File: config.mk
export PLATFORM = sky130hd
export DESIGN_NAME = param_mac
export DESIGN_NICKNAME = d
export VERILOG_FILES = /design/src/rtl/param_mac.sv
export SDC_FILE = /design/constraint.sdc
export NUM_CORES = 1
export LEC_CHECK = 0
export BUFFER_PORTS_ARGS = -buffer_cell sky130_fd_sc_hd__buf_2
export CAP_MARGIN = 20
export CORE_UTILIZATION = 55
export CTS_CLUSTER_SIZE = 16
export DETAILED_ROUTE_END_ITERATION = 16
export GPL_TIMING_DRIVEN = 0
export PLACE_DENSITY = 0.73
export SLEW_MARGIN = 5
export SYNTH_ARGS = -nofsm -noshare
export SYNTH_HDL_FRONTEND = slang
export SYNTH_SLANG_ARGS = --single-unit
File: constraint.sdc
create_clock -name clk -period 11.05 [get_ports clk]
set_input_delay 1.105 -clock clk [delete_from_list [all_inputs] [get_ports clk]]
set_output_delay 1.105 -clock clk [all_outputs]
set_load 0.005 [all_outputs]
File: src/rtl/param_mac.sv
// param_mac: pipelined signed multiply-accumulate with runtime vector length and wrap/saturate modes
module param_mac #(
    parameter  int DATA_W      = 8,
    parameter  int ACC_W       = 16,
    parameter  int MULT_STAGES = 6,
    parameter  int MAX_VEC     = 8,
    localparam int CNT_W       = $clog2(MAX_VEC + 1)
) (
    input  logic                     clk,
    input  logic                     reset,
    input  logic signed [DATA_W-1:0] a,
    input  logic signed [DATA_W-1:0] b,
    input  logic                     valid_in,
    input  logic        [CNT_W-1:0]  vec_len,
    input  logic                     sat_en,
    input  logic                     clear,
    output logic signed [ACC_W-1:0]  f,
    output logic                     valid_out,
    output logic                     overflow
);

    localparam int PW = 2 * DATA_W;
    localparam logic [CNT_W-1:0] MAXV = CNT_W'(MAX_VEC);
    localparam logic signed [ACC_W-1:0] AMAX = {1'b0, {(ACC_W-1){1'b1}}};
    localparam logic signed [ACC_W-1:0] AMIN = {1'b1, {(ACC_W-1){1'b0}}};

    logic signed [DATA_W-1:0] a_q, b_q;
    logic                     in_v;
    logic signed [PW-1:0]     ax, bx;
    logic signed [PW-1:0]     mp [MULT_STAGES];
    logic [MULT_STAGES-1:0]   mv;
    logic signed [ACC_W-1:0]  p_q;
    logic                     p_v;
    logic [CNT_W-1:0]         cnt;
    logic [CNT_W-1:0]         eff_len;
    logic                     last;
    logic signed [ACC_W:0]    sum;
    logic                     ovf;
    logic signed [ACC_W-1:0]  acc_nxt;

    // Operands sign-extended to full product width so the multiply is exact
    assign ax = PW'(a_q);
    assign bx = PW'(b_q);

    // Input register: capture operands of an accepted element
    always_ff @(posedge clk or negedge reset) begin
        if (!reset) begin
            a_q  <= '0;
            b_q  <= '0;
            in_v <= 1'b0;
        end else if (clear) begin
            a_q  <= '0;
            b_q  <= '0;
            in_v <= 1'b0;
        end else begin
            in_v <= valid_in;
            if (valid_in) begin
                a_q <= a;
                b_q <= b;
            end
        end
    end

    // Multiplier pipeline: product and valid advance together each cycle, keeping bubbles
    always_ff @(posedge clk or negedge reset) begin
        if (!reset) begin
            mv <= '0;
            for (int i = 0; i < MULT_STAGES; i++) mp[i] <= '0;
        end else if (clear) begin
            mv <= '0;
            for (int i = 0; i < MULT_STAGES; i++) mp[i] <= '0;
        end else begin
            mv[0] <= in_v;
            mp[0] <= ax * bx;
            for (int i = 1; i < MULT_STAGES; i++) begin
                mv[i] <= mv[i-1];
                mp[i] <= mp[i-1];
            end
        end
    end

    // Product register: product sign-extended to accumulator width
    always_ff @(posedge clk or negedge reset) begin
        if (!reset) begin
            p_q <= '0;
            p_v <= 1'b0;
        end else if (clear) begin
            p_q <= '0;
            p_v <= 1'b0;
        end else begin
            p_q <= ACC_W'(mp[MULT_STAGES-1]);
            p_v <= mv[MULT_STAGES-1];
        end
    end

    // Accumulate datapath: effective length, one-bit-wider sum, overflow and clamp
    always_comb begin
        eff_len = (vec_len == '0) ? CNT_W'(1) : (vec_len > MAXV) ? MAXV : vec_len;
        last    = cnt == eff_len - CNT_W'(1);
        sum     = (ACC_W+1)'(f) + (ACC_W+1)'(p_q);
        ovf     = sum[ACC_W] != sum[ACC_W-1];
        acc_nxt = (cnt == '0)       ? p_q :
                  (!ovf || !sat_en) ? sum[ACC_W-1:0] :
                  sum[ACC_W]        ? AMIN : AMAX;
    end

    // Accumulator, sticky overflow, element counter and completion pulse
    always_ff @(posedge clk or negedge reset) begin
        if (!reset) begin
            f         <= '0;
            overflow  <= 1'b0;
            valid_out <= 1'b0;
            cnt       <= '0;
        end else if (clear) begin
            f         <= '0;
            overflow  <= 1'b0;
            valid_out <= 1'b0;
            cnt       <= '0;
        end else begin
            valid_out <= p_v && last;
            if (p_v) begin
                f        <= acc_nxt;
                overflow <= (cnt == '0) ? 1'b0 : (overflow | ovf);
                cnt      <= last ? '0 : cnt + CNT_W'(1);
            end
        end
    end

endmodule

# Word level (Yosys, flattened, before mapping)
# Cells that the tools add are included.
[word_totals]
out_inout_bits = 18
register_bits = 158
elab_cells = 55
[classes]
multipliers = 1
n_mux = 23
n_addsub = 3
eq_ne = 2
bitwise = 1
reduce_logical = 8
order_cmp = 1
[ops]
columns = ["operator", "n"]
rows = [
  ["$mux W16", 6],
  ["$mux W96", 1],
  ["$mux W8", 4],
  ["$mux W4", 5],
  ["$add A16 B16 Y17", 1],
  ["$mul A8 B8 Y16", 1],
  ["$logic_not A4 Y1", 2],
  ["$mux W1", 6],
  ["$mux W6", 1],
  ["$add A4 B1 Y4 const B", 1],
  ["$eq A4 B4 Y1", 1],
  ["$gt A4 B4 Y1 const B", 1],
  ["$reduce_bool A2 Y1", 2],
  ["$sub A4 B1 Y4 const B", 1],
  ["$logic_not A1 Y1", 2],
  ["$logic_and A1 B1 Y1", 1],
  ["$logic_or A1 B1 Y1", 1],
  ["$ne A1 B1 Y1", 1],
  ["$or A1 B1 Y1", 1],
]

# Longest topological paths before layout
# Gate-level depths: netlist of the first run.
[logic_depth]
word_depth = 8
mapped_depth = 17

# Worst setup path before layout of the first run
# OpenSTA, ideal clock, no wires.
[synth_path]
path_kind = "register to register"
start = "reg a_q[3]"
end = "reg mp[94] (netlist name)"
required_ns = 10.925
path_slack_ns = 6.518
path_buffers = 0
stages_incl_launch_ff = 17
setup_ns = 0.125
arrival_time_ns = 4.407
cell_sequence = "dfrtp_1 -> and2_1 -> fa_1 -> inv_1 -> fa_1 -> inv_1 -> fa_1 -> inv_1 -> fa_1 -> inv_1 -> ha_1 -> a21oi_1 -> nor2b_1 -> o21a_1 -> o41a_1 -> a31oi_1 -> mux2_2"
[synth_between]
elab_chain_len = 2
[synth_lines]
columns = ["element", "line", "rtl"]
rows = [
  ["start, declared", "27", "logic signed [DATA_W-1:0] a_q, b_q;"],
  ["start signal, assigned", "48", "a_q <= '0;"],
  ["start signal, assigned", "52", "a_q <= '0;"],
  ["start signal, assigned", "58", "a_q <= a;"],
  ["$mul A8 B8 Y16", "74", "mp[0] <= ax * bx;"],
  ["$mux W96", "69", "end else if (clear) begin"],
  ["end signal, assigned by index", "77", "mp[i] <= mp[i-1];"],
  ["end, declared", "30", "logic signed [PW-1:0] mp [MULT_STAGES];"],
]
# Every way passes these cells.
# A chain may end at the register's enable or synchronous reset.

# Worst setup path in the final report of the first run
[layout_path]
start = "reg a_q[4]"
end = "reg mp[94] (netlist name)"
# The elaborated chain is that of the path after synthesis.

==> impl_metrics.json, run 1 <==
{
  "status": "complete, no violations",
  "ys_ff_latch": 158,
  "synth_area_leaders": "dfrtp_1 44%, fa_1 12%, nor2b_1 8.3%",
  "final_cells": 1115,
  "holdCritPathClass": "reg -> reg",
  "cp-startpoint": "a_q[4]",
  "cts.sinks": 158,
  "setup_violations": 0,
  "max_slew.worst_pin.slew_ns": 0.8245,
  "synth_cell_types": 58,
  "cp_max_fo": 9,
  "critPathArrivalTime_ns": 5.23,
  "wire_per_inst_um": 14.56,
  "cts_resized": 0,
  "finalHoldViolCount": 0,
  "finClkSkew_ns": 0.008157,
  "synth_nets": 955,
  "drv_cap": 0,
  "max_freq_mhz": 203.2,
  "slew_headroom_pct": 45.03,
  "core_area_um2": 15940,
  "fin_crit_ns": 4.921,
  "finalMaxSlewViolations": 0,
  "port_buffers": 40,
  "cts_tree": "yes",
  "htreeDepth": 4,
  "critPathLaunchType": "flip-flop",
  "synth_cells": 826,
  "postSynth.asyncResetShare_pct": 100.0,
  "syn-cell-area_um2": 8999,
  "synth_top_flop_cell": "dfrtp_1",
  "grt_setup_unrepaired": "no",
  "cts_setup_buffers": 0,
  "hold_depth": 1,
  "ff2ff_path_depth": 16,
  "dp_cells": 1083,
  "yosysWarnings": 0,
  "dp_hpwl_um": 12050,
  "rr_endpoint": "mp[94]",
  "clk_pin_slew_worst_paths_ns": 0.07,
  "min_period_over_period_pct": 44.54,
  "vias_per_cell": 5.173,
  "firstDrtPassIters": 4,
  "power_density_nw_per_um2": 129.5,
  "p_leak_nw": 5.099,
  "grt_overflow_total": 0,
  "area_growth_pct": 12.33,
  "synth_top_cell_by_area": "dfrtp_1",
  "synth_enable_flop_cells": 0,
  "die-area_um2": 16880,
  "drc": 0,
  "ant_nets": 0,
  "chipHeight_um": 129.9,
  "nNetsFinal": 1015,
  "grt_pass1_vias": 5978,
  "pin_count": 43,
  "r2r-start": "a_q[4]",
  "final_common_cell": "dfrtp_1",
  "critPathKind": "reg -> reg",
  "grt_start_max_net_pins": 117,
  "fin_util_pct": 63.40,
  "finalWeightedCongestion": 0.8834,
  "cp_data_required_time_ns": 11.36,
  "postSynthAreaPerCell_um2": 10.89,
  "worstHoldStart": "mp[26]",
  "final_cell_mix": "158 x dfrtp_1, 120 x nor2b_1, 93 x inv_1",
  "insertion_delay_ns": 0.42,
  "num_rows": 46,
  "endpoint_kind": "flip-flop",
  "wl_um": 16230,
  "cts_buffer_depth": 2,
  "worstHoldEndpoint": "mp[10]",
  "cts_buffers": 17,
  "cts_root_buf": "clkbuf_16",
  "reg2reg_slack_ns": 6.13,
  "drtIter0Drc": 234,
  "synth_top_area_share_pct": 43.94,
  "ir_drop_mv": 0.1401,
  "vias": 5768,
  "synth_seq_area_share_pct": 43.94,
  "layout-drive-gt1-share_pct": 11.23,
  "gr-usage-all-layers_pct": 21.99,
  "antenna_found_initial": 0,
  "grt_pass1_wl_um": 28060,
  "cts_hold_buf": 0,
  "fin_setup_tns_ns": 0,
  "num_antenna_cells": 0,
  "die_w_um": 129.9,
  "start_util_pct": 56.44
}
==> synthesized netlist by cell type (2+ instances only) <==
cell type / n
a211oi_1: 7
a21o_1: 10
a21oi_1: 15
a22oi_1: 13
a31o_2: 2
a31oi_1: 3
and2_1: 45
and3_1: 2
buf_1: 2
buf_4: 2
clkbuf_1: 19
dfrtp_1: 158
fa_1: 56
ha_1: 48
inv_1: 93
mux2_2: 2
mux2i_1: 16
nand2_1: 28
nand2b_1: 5
nand3_1: 6
nor2_1: 51
nor2b_1: 120
nor3_1: 22
nor4_1: 3
o211ai_1: 3
o21a_1: 3
o21ai_0: 15
o21ai_1: 2
o21ai_2: 9
o22ai_1: 3
o31ai_1: 3
or3_1: 6
xnor2_1: 19
xor2_1: 11
==> layer usage <==
metal,routed length [µm],vias to the layer above,GRT usage (%)
li1,-,2793,-
met5,0,-,0
met2,8234,107,37.91
met1,7041,2834,26.73
met4,420,0,8.824
met3,534,34,5.166
==> critical path: stages, from the launching register on <==
cell and delay, ns:
dfrtp_1 0.52, and2_1 0.25, fa_1 0.51, inv_1 0.05, fa_1 0.48, inv_1 0.06, fa_1 0.53, inv_1 0.05
fa_1 0.53, inv_1 0.04, ha_1 0.34, a21oi_1 0.26, nor2b_1 0.08, o21a_1 0.19, o41a_1 0.36, a31oi_1 0.21
mux2_2 0.35
==> sequential cells by signal, summed over array words and instances (netlist names) <==
register and flops:
mp 96, mv 6, p_q 16, b_q 8
valid_out 1, overflow 1, cnt 4, p_v 1
in_v 1, f 16, a_q 8
==> logic make-up after synthesis <==
logic type      Yosys count  share of synthesized area (%)
flops                   158                          43.94
xor+xnor                 30                          2.920
buf+inv                 118                          5.103
mux                      18                          2.030
compound gates          105                          8.829
fa+ha+maj               104                          19.13
simple gates            293                          18.05
==> stage by stage <==
step	hold slack (ns)	instance area, µm²	total power (W)	setup WS (ns)
detailed placement	0.4463	9507	0.0007469	6.145
CTS	0.4578	10110	0.001324	6.125
floorplan	0.4385	8999	0.0007016	6.518
global placement	0.4405	9469	0.0007424	6.220
finish	0.4521	10110	0.001309	6.129
global route	0.4692	10110	0.001369	5.930
==> worst max-delay path by stage <==
| stage | end | slack [ns] | cells after the start |
|---|---|---|---|
| after floorplan | mp[94] | 6.52 | 16 |
| after global routing | mp[95] | 5.93 | 15 |
| final | mp[94] | 6.13 | 16 |
| after CTS | mp[94] | 6.12 | 16 |
| after detailed placement | mp[94] | 6.14 | 16 |
| after global placement | mp[94] | 6.22 | 16 |
==> final cells by class <==
class                   instances  area [µm²]
plain buffers                  25       110.1
clock buffers                  17       425.4
clock inverters                15       176.4
fillers                      1280        5834
inverters                      93       349.1
multi-input cells             550        4586
flip-flops and latches        158        3954
well taps                     216       270.3
repair buffers                 41       237.7
==> report_power, final <==
| part | switching (W) | internal [W] | total [W] |
|---|---|---|---|
| logic | 0.0000756 | 0.0000518 | 0.000127 |
| registers | 0.0000120 | 0.000595 | 0.000607 |
| clock network | 0.000254 | 0.000322 | 0.000575 |
(Power assumes the default switching activity.)
==> run 2, diff against run 1 <==
==> constraint.sdc (replaced) <==
create_clock -name clk -period 5.1 [get_ports clk]
set_input_delay 0.51 -clock clk [delete_from_list [all_inputs] [get_ports clk]]
set_output_delay 0.51 -clock clk [all_outputs]
set_load 0.005 [all_outputs]
==> impl_metrics.json, run 2 (synthesized netlist as in run 1, its figures left out) <==
{
  "cp_data_required_time_ns": 5.41,
  "pin_count": 43,
  "cts_buffer_depth": 2,
  "cts_root_buf": "clkbuf_16",
  "drc": 0,
  "drtIter0Drc": 250,
  "fin_setup_tns_ns": 0,
  "max_slew.worst_pin.slew_ns": 0.8374,
  "start_util_pct": 56.44,
  "layout-drive-gt1-share_pct": 11.22,
  "power_switching_w": 0.0007409,
  "port_buffers": 40,
  "final_cell_mix": "158 x dfrtp_1, 120 x nor2b_1, 93 x inv_1",
  "grt_overflow_total": 0,
  "max_freq_mhz": 203.1,
  "cts.sinks": 158,
  "wire_per_inst_um": 14.55,
  "met3_usage_pct": 5.166,
  "reg_top3": "mp: 96 flops, f: 16 flops, p_q: 16 flops",
  "nNetsFinal": 1016,
  "wl_um": 16240,
  "drv_cap": 0,
  "cts_setup_buffers": 0,
  "gr-usage-all-layers_pct": 22.01,
  "clk_pin_slew_worst_paths_ns": 0.07,
  "cp_max_fo": 9,
  "final_common_cell": "dfrtp_1",
  "grt_pass1_vias": 5990,
  "vias_per_cell": 5.142,
  "cts_buffers": 17,
  "fin_util_pct": 63.48,
  "setup_violations": 0,
  "grt_start_max_net_pins": 117,
  "p_int_w": 0.002098,
  "finalHoldViolCount": 0,
  "regMostFlops": "mp",
  "htreeDepth": 4,
  "area_growth_pct": 12.46,
  "num_antenna_cells": 0,
  "min_period_over_period_pct": 96.55,
  "p_seq_share_pct": 46.3,
  "core_area_um2": 15940,
  "ant_nets": 0,
  "grt_pass1_wl_um": 28080,
  "firstDrtPassIters": 4,
  "finalMaxSlewViolations": 0,
  "critPathLaunchType": "flip-flop",
  "vias": 5738,
  "die-area_um2": 16880,
  "p_sw_share_pct": 26.10,
  "clkPwrFrac_pct": 43.9,
  "critPathKind": "reg -> reg",
  "critPathArrivalTime_ns": 5.24,
  "die_w_um": 129.9,
  "globalRoute.busiestLayer": "met2",
  "power_density_nw_per_um2": 280.6,
  "endpoint_kind": "flip-flop",
  "comb_power_share_pct": 9.8,
  "insertion_delay_ns": 0.42,
  "grt_setup_unrepaired": "no",
  "p_leak_nw": 5.103,
  "antenna_found_initial": 0,
  "status": "complete, no violations",
  "grt_util_met2_pct": 37.97,
  "final_cells": 1116,
  "num_rows": 46,
  "chipHeight_um": 129.9,
  "slew_headroom_pct": 44.17,
  "grtUsageMet1_pct": 26.73,
  "cts_tree": "yes",
  "holdCritPathClass": "in -> reg",
  "finalWeightedCongestion": 0.8834,
  "ir_drop_mv": 0.3041,
  "fin_crit_ns": 4.924,
  "dp_hpwl_um": 12050,
  "dp_cells": 1083,
  "finClkSkew_ns": 0.008337,
  "largest_reg_flops": 96
}
## run 2: final timing paths
kind                            startpoint      to  slack, ns  depth (start not counted)
worst max-delay path                a_q[4]  mp[94]       0.18                         16
min in group asynchronous            reset  cnt[0]       0.57                          2
worst max register to register      a_q[4]  mp[94]       0.18                         16
worst min-delay path                  b[5]  b_q[5]       0.33                          3
worst min register to register      mp[26]  mp[10]       0.45                          1
max in group asynchronous            reset  mp[84]       3.67                          3
## run 2: final cells by class
cell class	instances	area, µm²
sequential	158	3954
timing repair buffer	42	247.7
clock buffer	17	425.4
fill	1279	5823
inverter	93	349.1
buffer	25	110.1
multi-input combinational	550	4587
clock inverter	15	176.4
tap	216	270.3
## run 2: power groups by stage
stage	Combinational, W	Clock (W)	Sequential [W]
after floorplan	0.000194	0	0.00133
after global placement	0.000272	0	0.00134
after detailed placement	0.000281	0	0.00134
after CTS	0.000284	0.00127	0.00131
after global routing	0.000323	0.00133	0.00132
final	0.000277	0.00125	0.00131
## run 2: per-layer routing
layer / vias to the layer above / routed length [µm]
li1: 2790 / -
met3: 33 / 532
met5: - / 0
met2: 86 / 8226
met1: 2829 / 7055
met4: 0 / 424
## run 2: through the flow
stage	power [W]	setup slack, ns	area [µm²]	hold WS (ns)
after detailed placement	0.001618	0.1948	9507	0.4276
after floorplan	0.001520	0.5683	8999	0.2144
after global placement	0.001609	0.2696	9469	0.4405
final	0.002839	0.1761	10120	0.3291
after CTS	0.002870	0.1746	10120	0.3153
after global routing	0.002968	0.001247	10120	0.3350
## run 2: repair_timing
action / 4_1_cts / 5_1_grt
hold endpoints to repair: 42 / 0
setup endpoints to repair: 0 / 1
hold buffers: 1 / 0
resized for setup: 0 / 1
## run 2: worst max-delay path, stage by stage, from the launching register on
cell and delay [ns]:
dfrtp_1 0.52, and2_1 0.25, fa_1 0.51, inv_1 0.05
fa_1 0.48, inv_1 0.06, fa_1 0.53, inv_1 0.05
fa_1 0.53, inv_1 0.04, ha_1 0.35, a21oi_1 0.26
nor2b_1 0.08, o21a_1 0.19, o41a_1 0.36, a31oi_1 0.21
mux2_2 0.35
